`config.mk`:
```
export PLATFORM = sky130hd
export DESIGN_NAME = pipe_gap_gen_flat
export DESIGN_NICKNAME = d
export VERILOG_FILES = /design/src/rtl/pipe_gap_gen_pkg.sv /design/src/rtl/pipe_gap_gen_if.sv /design/src/rtl/pipe_gap_gen_gap_fifo.sv /design/src/rtl/pipe_gap_gen.sv /design/src/flat_wrapper.sv
export SDC_FILE = /design/constraint.sdc
export NUM_CORES = 1
export LEC_CHECK = 0
export BUFFER_PORTS_ARGS = -buffer_cell sky130_fd_sc_hd__buf_2
export CORE_MARGIN = 1.5
export CORE_UTILIZATION = 55
export CTS_CLUSTER_SIZE = 25
export DETAILED_ROUTE_END_ITERATION = 7
export HOLD_SLACK_MARGIN = 0.1
export PLACE_DENSITY = 0.73
export SLEW_MARGIN = 0
export SYNTH_ARGS = -nofsm -noshare
export SYNTH_HDL_FRONTEND = slang
export SYNTH_HIERARCHICAL = 1
export SYNTH_SLANG_ARGS = --single-unit
```
`constraint.sdc`:
```
create_clock -name clk -period 3.9 [get_ports clk]
set_clock_uncertainty 0.15 [all_clocks]
set_input_delay 0.585 -clock clk [delete_from_list [all_inputs] [get_ports clk]]
set_output_delay 0.585 -clock clk [all_outputs]
set_load 0.005 [all_outputs]
```
`src/rtl/pipe_gap_gen_pkg.sv`:
```
// Screen geometry shared by the gap generator, the pipe renderer and the
// collision logic, plus the sampler state encoding.
package pipe_gap_gen_pkg;

    // Width of a screen row coordinate.
    localparam int ROW_W = 9;

    // Default gap geometry: lowest legal row and number of legal positions.
    localparam int GAP_MIN_DEFAULT  = 40;
    localparam int GAP_SPAN_DEFAULT = 160;

    // Sampler state mirrors FIFO fullness: SAMPLE while there is room,
    // HOLD while every slot is occupied.
    typedef enum logic {
        ST_SAMPLE = 1'b0,
        ST_HOLD   = 1'b1
    } sampler_state_t;

    // Unsigned distance between two positions, never wraps.
    function automatic logic [9:0] abs_diff(input logic [9:0] a, input logic [9:0] b);
        return (a >= b) ? (a - b) : (b - a);
    endfunction

endpackage

```
`src/rtl/pipe_gap_gen_if.sv`:
```
// Gap stream towards the pipe/scroll logic.
//
// Handshake: gap_y is meaningful whenever gap_valid is high and stays stable
// until taken; an entry is consumed on each rising clock edge where both
// gap_valid and gap_ready are high. gap_ready while gap_valid is low is ignored.
// level and state are observation signals (FIFO occupancy and sampler state).
interface pipe_gap_gen_if #(
    parameter int DEPTH = 4
);
    localparam int LVL_W = $clog2(DEPTH) + 1;

    logic [pipe_gap_gen_pkg::ROW_W-1:0] gap_y;
    logic                               gap_valid;
    logic                               gap_ready;
    logic [LVL_W-1:0]                   level;
    pipe_gap_gen_pkg::sampler_state_t   state;

    // Producer side: the gap generator.
    modport master (
        output gap_y,
        output gap_valid,
        output level,
        output state,
        input  gap_ready
    );

    // Consumer side: the pipe/scroll logic (or a bench).
    modport slave (
        input  gap_y,
        input  gap_valid,
        input  level,
        input  state,
        output gap_ready
    );

endinterface

```
`src/rtl/pipe_gap_gen_gap_fifo.sv`:
```
// Generic show-ahead FIFO. The head entry is presented combinationally from
// storage and reads zero when the FIFO is empty. Pushes into a full FIFO and
// pops from an empty one are ignored.
module gap_fifo #(
    parameter int DEPTH = 4,
    parameter int W     = 8
) (
    input  logic                     clk,
    input  logic                     rst,
    input  logic                     push,
    input  logic [W-1:0]             push_data,
    input  logic                     pop,
    output logic [W-1:0]             head,
    output logic [$clog2(DEPTH):0]   level
);
    localparam int PTR_W = $clog2(DEPTH);
    localparam int LVL_W = PTR_W + 1;
    localparam logic [LVL_W-1:0] FULL_LVL = LVL_W'(DEPTH);

    logic [W-1:0]       mem [DEPTH];
    logic [PTR_W-1:0]   wr_ptr;
    logic [PTR_W-1:0]   rd_ptr;
    logic [LVL_W-1:0]   count;
    logic               do_push;
    logic               do_pop;

    assign do_push = push && (count != FULL_LVL);
    assign do_pop  = pop && (count != '0);

    // Storage array; contents need no reset because the head is masked when empty.
    always_ff @(posedge clk) begin
        if (do_push) begin
            mem[wr_ptr] <= push_data;
        end
    end

    // Pointers and occupancy; pointers wrap naturally since DEPTH is a power of two.
    always_ff @(posedge clk or posedge rst) begin
        if (rst) begin
            wr_ptr <= '0;
            rd_ptr <= '0;
            count  <= '0;
        end else begin
            if (do_push) begin
                wr_ptr <= wr_ptr + PTR_W'(1);
            end
            if (do_pop) begin
                rd_ptr <= rd_ptr + PTR_W'(1);
            end
            case ({do_push, do_pop})
                2'b10:   count <= count + LVL_W'(1);
                2'b01:   count <= count - LVL_W'(1);
                default: count <= count;
            endcase
        end
    end

    assign head  = (count != '0) ? mem[rd_ptr] : '0;
    assign level = count;

endmodule

```
`src/rtl/pipe_gap_gen.sv`:
```
// Turns the free-running random byte into playable pipe-gap rows. A candidate
// is accepted when it is in range and close enough to the previous gap; after
// MAX_TRIES consecutive rejects a folded and clamped value is forced instead.
// Accepted rows are queued in a show-ahead FIFO for the pipe spawner.
module pipe_gap_gen
    import pipe_gap_gen_pkg::*;
#(
    parameter int GAP_MIN   = GAP_MIN_DEFAULT,
    parameter int GAP_SPAN  = GAP_SPAN_DEFAULT,
    parameter int MAX_STEP  = 48,
    parameter int MAX_TRIES = 8,
    parameter int DEPTH     = 4
) (
    input  logic                 clk,
    input  logic                 rst,
    input  logic [7:0]           rnd_in,
    pipe_gap_gen_if.master       gap
);
    localparam int LVL_W = $clog2(DEPTH) + 1;
    localparam int TRY_W = (MAX_TRIES > 1) ? $clog2(MAX_TRIES) : 1;

    localparam logic [LVL_W-1:0] FULL_LVL  = LVL_W'(DEPTH);
    localparam logic [TRY_W-1:0] LAST_TRY  = TRY_W'(MAX_TRIES - 1);
    localparam logic [9:0]       SPAN      = 10'(GAP_SPAN);
    localparam logic [9:0]       SPAN_TOP  = 10'(GAP_SPAN - 1);
    localparam logic [9:0]       STEP      = 10'(MAX_STEP);
    localparam logic [ROW_W-1:0] ROW_BASE  = ROW_W'(GAP_MIN);
    localparam logic [7:0]       PREV_INIT = 8'(GAP_SPAN / 2);

    sampler_state_t     state_q;
    sampler_state_t     state_d;
    logic [TRY_W-1:0]   tries_q;
    logic [TRY_W-1:0]   tries_d;
    logic [7:0]         prev_q;
    logic [7:0]         prev_d;

    logic               push;
    logic [7:0]         push_data;
    logic               pop;
    logic [7:0]         head;
    logic [LVL_W-1:0]   level;
    logic [LVL_W-1:0]   level_next;

    // Candidate arithmetic, all in 10 bits so nothing wraps.
    logic [9:0]         cand;
    logic [9:0]         prev_w;
    logic [9:0]         folded;
    logic [9:0]         lo_bound;
    logic [9:0]         hi_raw;
    logic [9:0]         hi_bound;
    logic [9:0]         clamped;
    logic               accept;

    assign cand     = {2'b00, rnd_in};
    assign prev_w   = {2'b00, prev_q};
    assign accept   = (cand < SPAN) && (abs_diff(cand, prev_w) <= STEP);
    assign folded   = (cand >= SPAN) ? (cand - SPAN) : cand;
    assign lo_bound = (prev_w > STEP) ? (prev_w - STEP) : 10'd0;
    assign hi_raw   = prev_w + STEP;
    assign hi_bound = (hi_raw > SPAN_TOP) ? SPAN_TOP : hi_raw;
    assign clamped  = (folded < lo_bound) ? lo_bound :
                      (folded > hi_bound) ? hi_bound : folded;

    assign pop = gap.gap_valid && gap.gap_ready;

    // Sampler next state: accept, force after the last try, or count a reject.
    always_comb begin
        push       = 1'b0;
        push_data  = 8'd0;
        prev_d     = prev_q;
        tries_d    = tries_q;
        if (state_q == ST_SAMPLE) begin
            if (accept) begin
                push      = 1'b1;
                push_data = 8'(cand);
                prev_d    = 8'(cand);
                tries_d   = '0;
            end else if (tries_q == LAST_TRY) begin
                push      = 1'b1;
                push_data = 8'(clamped);
                prev_d    = 8'(clamped);
                tries_d   = '0;
            end else begin
                tries_d   = tries_q + TRY_W'(1);
            end
        end
    end

    // Fullness tracking: the state for the next cycle is whether the FIFO ends this cycle full.
    always_comb begin
        level_next = level;
        case ({push, pop})
            2'b10:   level_next = level + LVL_W'(1);
            2'b01:   level_next = level - LVL_W'(1);
            default: level_next = level;
        endcase
        state_d = (level_next == FULL_LVL) ? ST_HOLD : ST_SAMPLE;
    end

    // Sampler registers: state, retry counter and last accepted position.
    always_ff @(posedge clk or posedge rst) begin
        if (rst) begin
            state_q <= ST_SAMPLE;
            tries_q <= '0;
            prev_q  <= PREV_INIT;
        end else begin
            state_q <= state_d;
            tries_q <= tries_d;
            prev_q  <= prev_d;
        end
    end

    gap_fifo #(
        .DEPTH (DEPTH),
        .W     (8)
    ) u_fifo (
        .clk       (clk),
        .rst       (rst),
        .push      (push),
        .push_data (push_data),
        .pop       (pop),
        .head      (head),
        .level     (level)
    );

    assign gap.gap_valid = (level != '0);
    assign gap.gap_y     = gap.gap_valid ? (ROW_BASE + {1'b0, head}) : '0;
    assign gap.level     = level;
    assign gap.state     = state_q;

endmodule

```
`src/flat_wrapper.sv`:
```
// flat-port wrapper written by rule: the top's interface ports become plain ports
module pipe_gap_gen_flat import pipe_gap_gen_pkg::*;
#(
    parameter int GAP_MIN   = GAP_MIN_DEFAULT,
    parameter int GAP_SPAN  = GAP_SPAN_DEFAULT,
    parameter int MAX_STEP  = 48,
    parameter int MAX_TRIES = 8,
    parameter int DEPTH     = 4
)
  (clk, rst, rnd_in, gap_gap_y, gap_gap_valid, gap_level, gap_state, gap_gap_ready);
  pipe_gap_gen_if #(.DEPTH(DEPTH)) gap_i ();
  input  logic clk;
  input  logic rst;
  input  logic [7:0] rnd_in;
  output wire logic [$bits(gap_i.gap_y)-1:0] gap_gap_y;
  output wire logic [$bits(gap_i.gap_valid)-1:0] gap_gap_valid;
  output wire logic [$bits(gap_i.level)-1:0] gap_level;
  output wire logic [$bits(gap_i.state)-1:0] gap_state;
  input wire logic [$bits(gap_i.gap_ready)-1:0] gap_gap_ready;
  assign gap_gap_y = gap_i.gap_y;
  assign gap_gap_valid = gap_i.gap_valid;
  assign gap_level = gap_i.level;
  assign gap_state = gap_i.state;
  assign gap_i.gap_ready = gap_gap_ready;
  pipe_gap_gen #(.GAP_MIN(GAP_MIN), .GAP_SPAN(GAP_SPAN), .MAX_STEP(MAX_STEP), .MAX_TRIES(MAX_TRIES), .DEPTH(DEPTH)) u_core (.clk(clk), .rst(rst), .rnd_in(rnd_in), .gap(gap_i));
endmodule
```
Word level (Yosys, flattened, before mapping) --
Memories as Yosys holds them, arrays and structs flattened. Cells that the tools add are included.
Word-level totals: register bits 19, memory bits (writable) 32, bits of input ports 11, output and inout port bits 14, word-level logic and storage cells 65, memories kept 1
Cells by class: $add $sub $neg 11, magnitude comparators 8, equality and inequality tests 7, muxes and demuxes 23, bitwise gates (word level) 1, reductions and logical operators 8
Memories:
- u_core.u_fifo.mem | words 4, bits a word 8, read ports 1, clocked after memory_dff 0, write ports 1, line pipe_gap_gen_gap_fifo.sv:20 | logic [W-1:0] mem [DEPTH];
Operators by type and width (number):
- $mux W8 | 8
- $mux W10 | 3
- $mux W9 | 2
- $sub A8 B8 Y9 | 2
- $pmux W3 S2 | 2
- $gt A10 B10 Y1 | 1
- $gt A10 B8 Y1 const B | 1
- $le A10 B6 Y1 const B | 1
- $lt A10 B10 Y1 | 1
- $add A6 B8 Y9 const A | 1
- $add A8 B6 Y9 const B | 1
- $sub A8 B6 Y9 const B | 1
- $sub A8 B8 Y9 const B | 1
- $ge A8 B8 Y1 | 1
- $ge A8 B8 Y1 const B | 1
- $gt A8 B6 Y1 const B | 1
- $lt A8 B8 Y1 const B | 1
- $add A3 B1 Y3 const B | 2
- $eq A3 B3 Y1 const B | 2
- $mux W1 | 6
- $mux W3 | 2
- $add A2 B1 Y2 const B | 2
- $eq A2 B1 Y1 const B | 2
- $eq A2 B2 Y1 const B | 2
- 7 further kinds | 11

Depth between registers and ports, before layout --
depth after elaboration 10, depth in mapped cells 21, mapped depth without buffers 20

Hierarchy --
Netlist, hierarchy kept.
Modules (own cells, without submodules):
- pipe_gap_gen | instances 1, cells an instance 320, area an instance 2472.4 um^2, sequential area each 302.8 um^2
- gap_fifo | instances 1, cells an instance 89, area an instance 1661.6 um^2, sequential area each 1136.1 um^2

Worst setup path before layout --
No wires, ideal clock.
path kind input to register, from input rnd_in[1], to register u_core.u_fifo.count[2], in the netlist u_core/u_fifo/level[2], library setup time 79 ps, data arrival time 3884 ps, data required time 3671 ps, path slack -214 ps, stages 20, path buffers 0, cells stage by stage inv_1 > ha_1 > nor2b_1 > or2_1 > a211o_1 > a32oi_1 > xor2_1 > a221o_1 > and3_4 > o21ai_2 > inv_2 > inv_1 > a31oi_2 > inv_1 > ha_1 > inv_1 > fa_1 > xor2_1 > nor2_1 > xor2_1
On the way: cells in the longest elaborated chain, start to end 9, elaborated cells between the ends (all ways) 14, classes of those cells add/sub: 2; order compare: 3; eq/ne: 2; mux: 4; reduce/logical: 3
Ends and longest elaborated chain:
- from (decl) | line flat_wrapper.sv:14 | input logic [7:0] rnd_in;
- $sub A8 B8 Y9 / $ge A8 B8 Y1 (equally long branches) | line pipe_gap_gen_pkg.sv:21 | return (a >= b) ? (a - b) : (b - a);
- $mux W10 | line pipe_gap_gen_pkg.sv:21
- $le A10 B6 Y1 | line pipe_gap_gen.sv:56 | assign accept = (cand < SPAN) && (abs_diff(cand, prev_w) <= STEP);
- $logic_and A1 B1 Y1 (*) | line pipe_gap_gen.sv:56
- $mux W1 (*) | line pipe_gap_gen.sv:73 | if (accept) begin
- $mux W1 (*) | line pipe_gap_gen.sv:72 | if (state_q == ST_SAMPLE) begin
- net u_core.push | line pipe_gap_gen.sv:37 | logic push;
- $logic_and A1 B1 Y1 (*) | line pipe_gap_gen_gap_fifo.sv:27 | assign do_push = push && (count != FULL_LVL);
- $eq A2 B1 Y1 / $eq A2 B2 Y1 (equally long branches) | line pipe_gap_gen_gap_fifo.sv:50 | case ({do_push, do_pop})
- $pmux W3 S2 / $reduce_bool A2 Y1 (equally long branches)
- to (signal assigned) | line pipe_gap_gen_gap_fifo.sv:51 | 2'b10: count <= count + LVL_W'(1);
- to (signal assigned) | line pipe_gap_gen_gap_fifo.sv:52 | 2'b01: count <= count - LVL_W'(1);
- to (signal assigned) | line pipe_gap_gen_gap_fifo.sv:53 | default: count <= count;
- to (decl) | line pipe_gap_gen_gap_fifo.sv:23 | logic [LVL_W-1:0] count;
Mark *: on every way through the listed nets, which the timed path passes. The rest lies on a longest branch. A chain may end at the register's enable or synchronous reset.

Final worst setup path --
from register u_core.prev_q[6], to register u_core.u_fifo.count[2], in the netlist u_core/u_fifo/level[2]
On the way: cells in the longest elaborated chain, start to end 9, elaborated cells between the ends (all ways) 13, classes of those cells add/sub: 2; order compare: 2; eq/ne: 2; mux: 4; reduce/logical: 3
Ends and longest elaborated chain:
- from (decl) | line pipe_gap_gen.sv:34 | logic [7:0] prev_q;
- from (signal assigned) | line pipe_gap_gen.sv:109 | prev_q <= prev_d;
- $sub A8 B8 Y9 / $ge A8 B8 Y1 (equally long branches) | line pipe_gap_gen_pkg.sv:21
- $mux W10 (*) | line pipe_gap_gen_pkg.sv:21
- $le A10 B6 Y1 (*) | line pipe_gap_gen.sv:56
- $logic_and A1 B1 Y1 (*) | line pipe_gap_gen.sv:56
- $mux W1 (*) | line pipe_gap_gen.sv:73
- $mux W1 (*) | line pipe_gap_gen.sv:72
- net u_core.push | line pipe_gap_gen.sv:37
- $logic_and A1 B1 Y1 (*) | line pipe_gap_gen_gap_fifo.sv:27
- $eq A2 B1 Y1 / $eq A2 B2 Y1 (equally long branches) | line pipe_gap_gen_gap_fifo.sv:50
- $pmux W3 S2 / $reduce_bool A2 Y1 (equally long branches)
Marked as above.

==> run summary <==
Global Route Usage Sum: 27.8%
drt first pass iters: 5
area of the multi-input gates: 0.00272 mm²
H-tree depth: 2
Mapped Nets: 468
core area: 0.00725 mm²
PD cells: 953 mW/mm²
Post-Route WL: 11000 µm
fin. max-slew vios: 0
Buf/Inv on CP: 4
CP Class: reg2reg
# DRC: 0
share of cells above drive strength 1: 37.1%
sequential area share after synthesis: 34.8%
Post-DRT Antenna Nets: 0
HP Class: reg2reg
CTS root buf: clkbuf_8
r2r startpoint: u_core/prev_q[6]
cell area after synthesis: 0.00413 mm²
Yosys warnings: 6
initial antenna violation count: 0
DR vias: 3628
worst hold start: u_core/tries_q[2]
#FFs+latches synth: 51
total of max-cap violations: 0
GPL Wtd Cong: 1.00
crit-path cells: ha_4, a21o_1, a21o_4, a221oi_2, mux2i_1, a221o_1, and3_4, o21ai_4, inv_2, inv_2, a31oi_4, inv_2, ha_4, inv_2, fa_2, xor2_1, nor2_1, xor2_1
RSZ-0062 raised after global routing: true
most frequent CP cell: inv_2
Area Overhead vs Synth: 29.8%
Clock Sinks: 51
Hold Vio Cnt, Final: 0
Initial Util: 57.0%
CTS Buf Count: 5
post-synth cell types: 73
post-layout minimum cycle time: 3.84 ns
Pleak: 2.37 nW
worst skew pair latency: 0.30 ns
Setup Viol. Count Final: 0
crit share post-route: 98.5%
critical path data required time: 3.98 ns
status: finished clean
DR iter-0 viols: 264
nature of the critical path endpoint: register
Worst path top cell family by delay: compound AO/OA/AOI/OAI gates
Antenna Cells: 0
fmax: 260 MHz
largest stage delay on the critical path: 0.59 ns
WL/cell: 17.9 µm
io pins: 25
crit path DAT: 3.92 ns
Slowest-stage cell, CP: dfstp_2
Fillers: 512
die area: 0.00805 mm²
number of synthesized flops with an enable pin: 32
total power: 5.12 mW
port bufs: 24
CTS tree: yes
die width: 89.7 µm
vias per cell: 5.91
asr flop ratio synth: 37.3%
pre-CTS setup slack: -0.399 ns
CTS Buffer Depth: 2
vias in the first global route: 3509
Slew HR: 62.9%
crit path from: u_core/prev_q[6]
first-pass GRT wire length: 16900 µm
Critical Path Source Type: register
Least-Margin Pin Slew: 0.557 ns
global route overflow: 0
critical-path maximum fanout: 7
final worst slack: 0.0588 ns
Die Span Y: 89.7 µm
syn avg cell area: 10.1 µm²
area occupied by registers: 0.00144 mm²
clock-pin slew on the worst setup and hold paths: 0.09 ns
Peak VDD IR: 0.000625 V
largest net degree at the start of global routing: 16
Post-Syn Instances: 409
Primary FF master, synth: edfxtp_1
fin nets: 573
Cell Rows: 31
HPWL Detailed: 8510 µm
-- where the power goes --
part           switching (mW)  internal, mW
Clock                   0.162         0.208
Combinational            1.89          1.86
Sequential              0.181         0.818
-- cell usage in the layout (no fill, tap or decap), types with 6 or more instances in the layout --
cell type and n:
ha_1 36, nor2b_1 9, inv_2 8, a21o_1 11, xnor2_1 9, nand2_1 26, dfrtp_1 14, buf_4 80
edfxtp_1 32, nand3_1 14, nor2_1 24, xor2_1 7, ha_4 7, a21oi_2 9, mux2i_1 9, a21oi_1 10
o21ai_0 11, inv_1 26, and2_1 14, clkbuf_8 6, buf_2 23, nor3_1 6
-- through the flow --
step           hold WS [ns]  area, µm²  std cells  util (%)  TNS (ns)
3_5_place_dp          0.339       5020        597      69.2    -11.85
5_1_grt               0.383       5370        614      74.0    -0.877
6_report              0.362       5370        614      74.0         0
3_3_place_gp          0.324       5020        597      69.2     -8.43
2_1_floorplan         0.238       4230        409         -         0
4_1_cts               0.358       5170        606      71.2         0
-- synthesized netlist by cell type, types with 2 or more instances --
master    instances  area, µm²
ha_1             46        576
inv_1            34        128
edfxtp_1         32        961
nor2_1           27        101
nand2_1          26       97.6
dfrtp_1          17        425
a21oi_1          16       80.1
and2_1           15       93.8
o21ai_0          15       75.1
nand3_1          14       70.1
a21o_1           12       90.1
nor2b_1          10       62.6
mux2i_1           9       90.1
xnor2_1           9       78.8
xor2_1            7       61.3
nor3_1            6       30.0
a211oi_1          5       37.5
mux4_1            5        131
nand4_1           5       31.3
o211ai_1          5       37.5
a221o_1           4       40.0
buf_2             4       20.0
o21a_1            4       30.0
or2_2             4       25.0
a21oi_2           3       26.3
a31o_2            3       26.3
buf_6             3       33.8
clkbuf_1          3       11.3
mux2_2            3       33.8
mux4_2            3       67.6
nand2b_1          3       18.8
nand3b_1          3       22.5
o221ai_1          3       26.3
o22ai_1           3       18.8
a211o_1           2       17.5
a221oi_2          2       30.0
a31oi_1           2       12.5
dfstp_2           2       52.6
fa_1              2       40.0
nor3b_1           2       15.0
o211a_1           2       20.0
o311ai_0          2       17.5
or3_1             2       12.5
-- worst register-to-register path, stage by stage (launching register included) --
cell,delay [ns]
dfstp_2,0.59
ha_4,0.24
a21o_1,0.22
a21o_4,0.27
a221oi_2,0.26
mux2i_1,0.11
a221o_1,0.36
and3_4,0.22
o21ai_4,0.17
inv_2,0.07
inv_2,0.07
a31oi_4,0.04
inv_2,0.08
ha_4,0.14
inv_2,0.04
fa_2,0.33
xor2_1,0.15
nor2_1,0.11
xor2_1,0.15
-- cell families after synthesis --
logic type,after synthesis,share of synthesized area [%]
AND/OR/NAND/NOR,126,15.8
AO/OA/AOI/OAI,100,18.2
adder cells (fa/ha/maj),48,14.9
XOR/XNOR,16,3.39
flip-flops,51,34.8
multiplexers,20,7.81
buffers and inverters,48,5.14
-- routing by layer --
metal | track usage, % | vias to the layer above | routed length [µm]
met5 | 0 | - | 0
met4 | 8.81 | 0 | 223
met3 | 3.84 | 23 | 616
met2 | 44.6 | 137 | 5140
met1 | 39.0 | 1737 | 4990
li1 | - | 1731 | -
-- registers in the layout, indices dropped and copies added (netlist names) --
register and count:
u_core/u_fifo/level 3, u_core/tries_q 3, u_core/u_fifo/mem 32, u_core/u_fifo/rd_ptr 2, u_core/u_fifo/wr_ptr 2, u_core/prev_q 8
u_core/gap.state 1
-- worst paths after layout --
kind | to | slack (ns) | depth (start not counted)
max | u_core/u_fifo/level[2] | 0.06 | 18
min | u_core/tries_q[2] | 0.36 | 2
max reg2reg | u_core/u_fifo/level[2] | 0.06 | 18
min reg2reg | u_core/tries_q[2] | 0.36 | 2
max in group asynchronous | u_core/prev_q[0] | 2.53 | 3
min in group asynchronous | u_core/u_fifo/level[1] | 0.63 | 3
-- timing repair --
action | in CTS | in global routing
hold buffers | 1 | 0
hold endpoints to repair | 7 | 0
pin swaps | 1 | 26
gates resized for setup | 8 | 39
setup endpoints to repair | 19 | 37
buffers inserted | 0 | 8
-- final cells by class --
type,count,share of cell area [%]
clock inverters,2,0.653
flip-flops and latches,51,26.9
inverters,36,2.56
well taps,99,2.31
multi-input cells,310,50.6
clock buffers,6,1.54
repair buffers,110,15.4
Note: power is estimated with default switching activity, not from simulation.
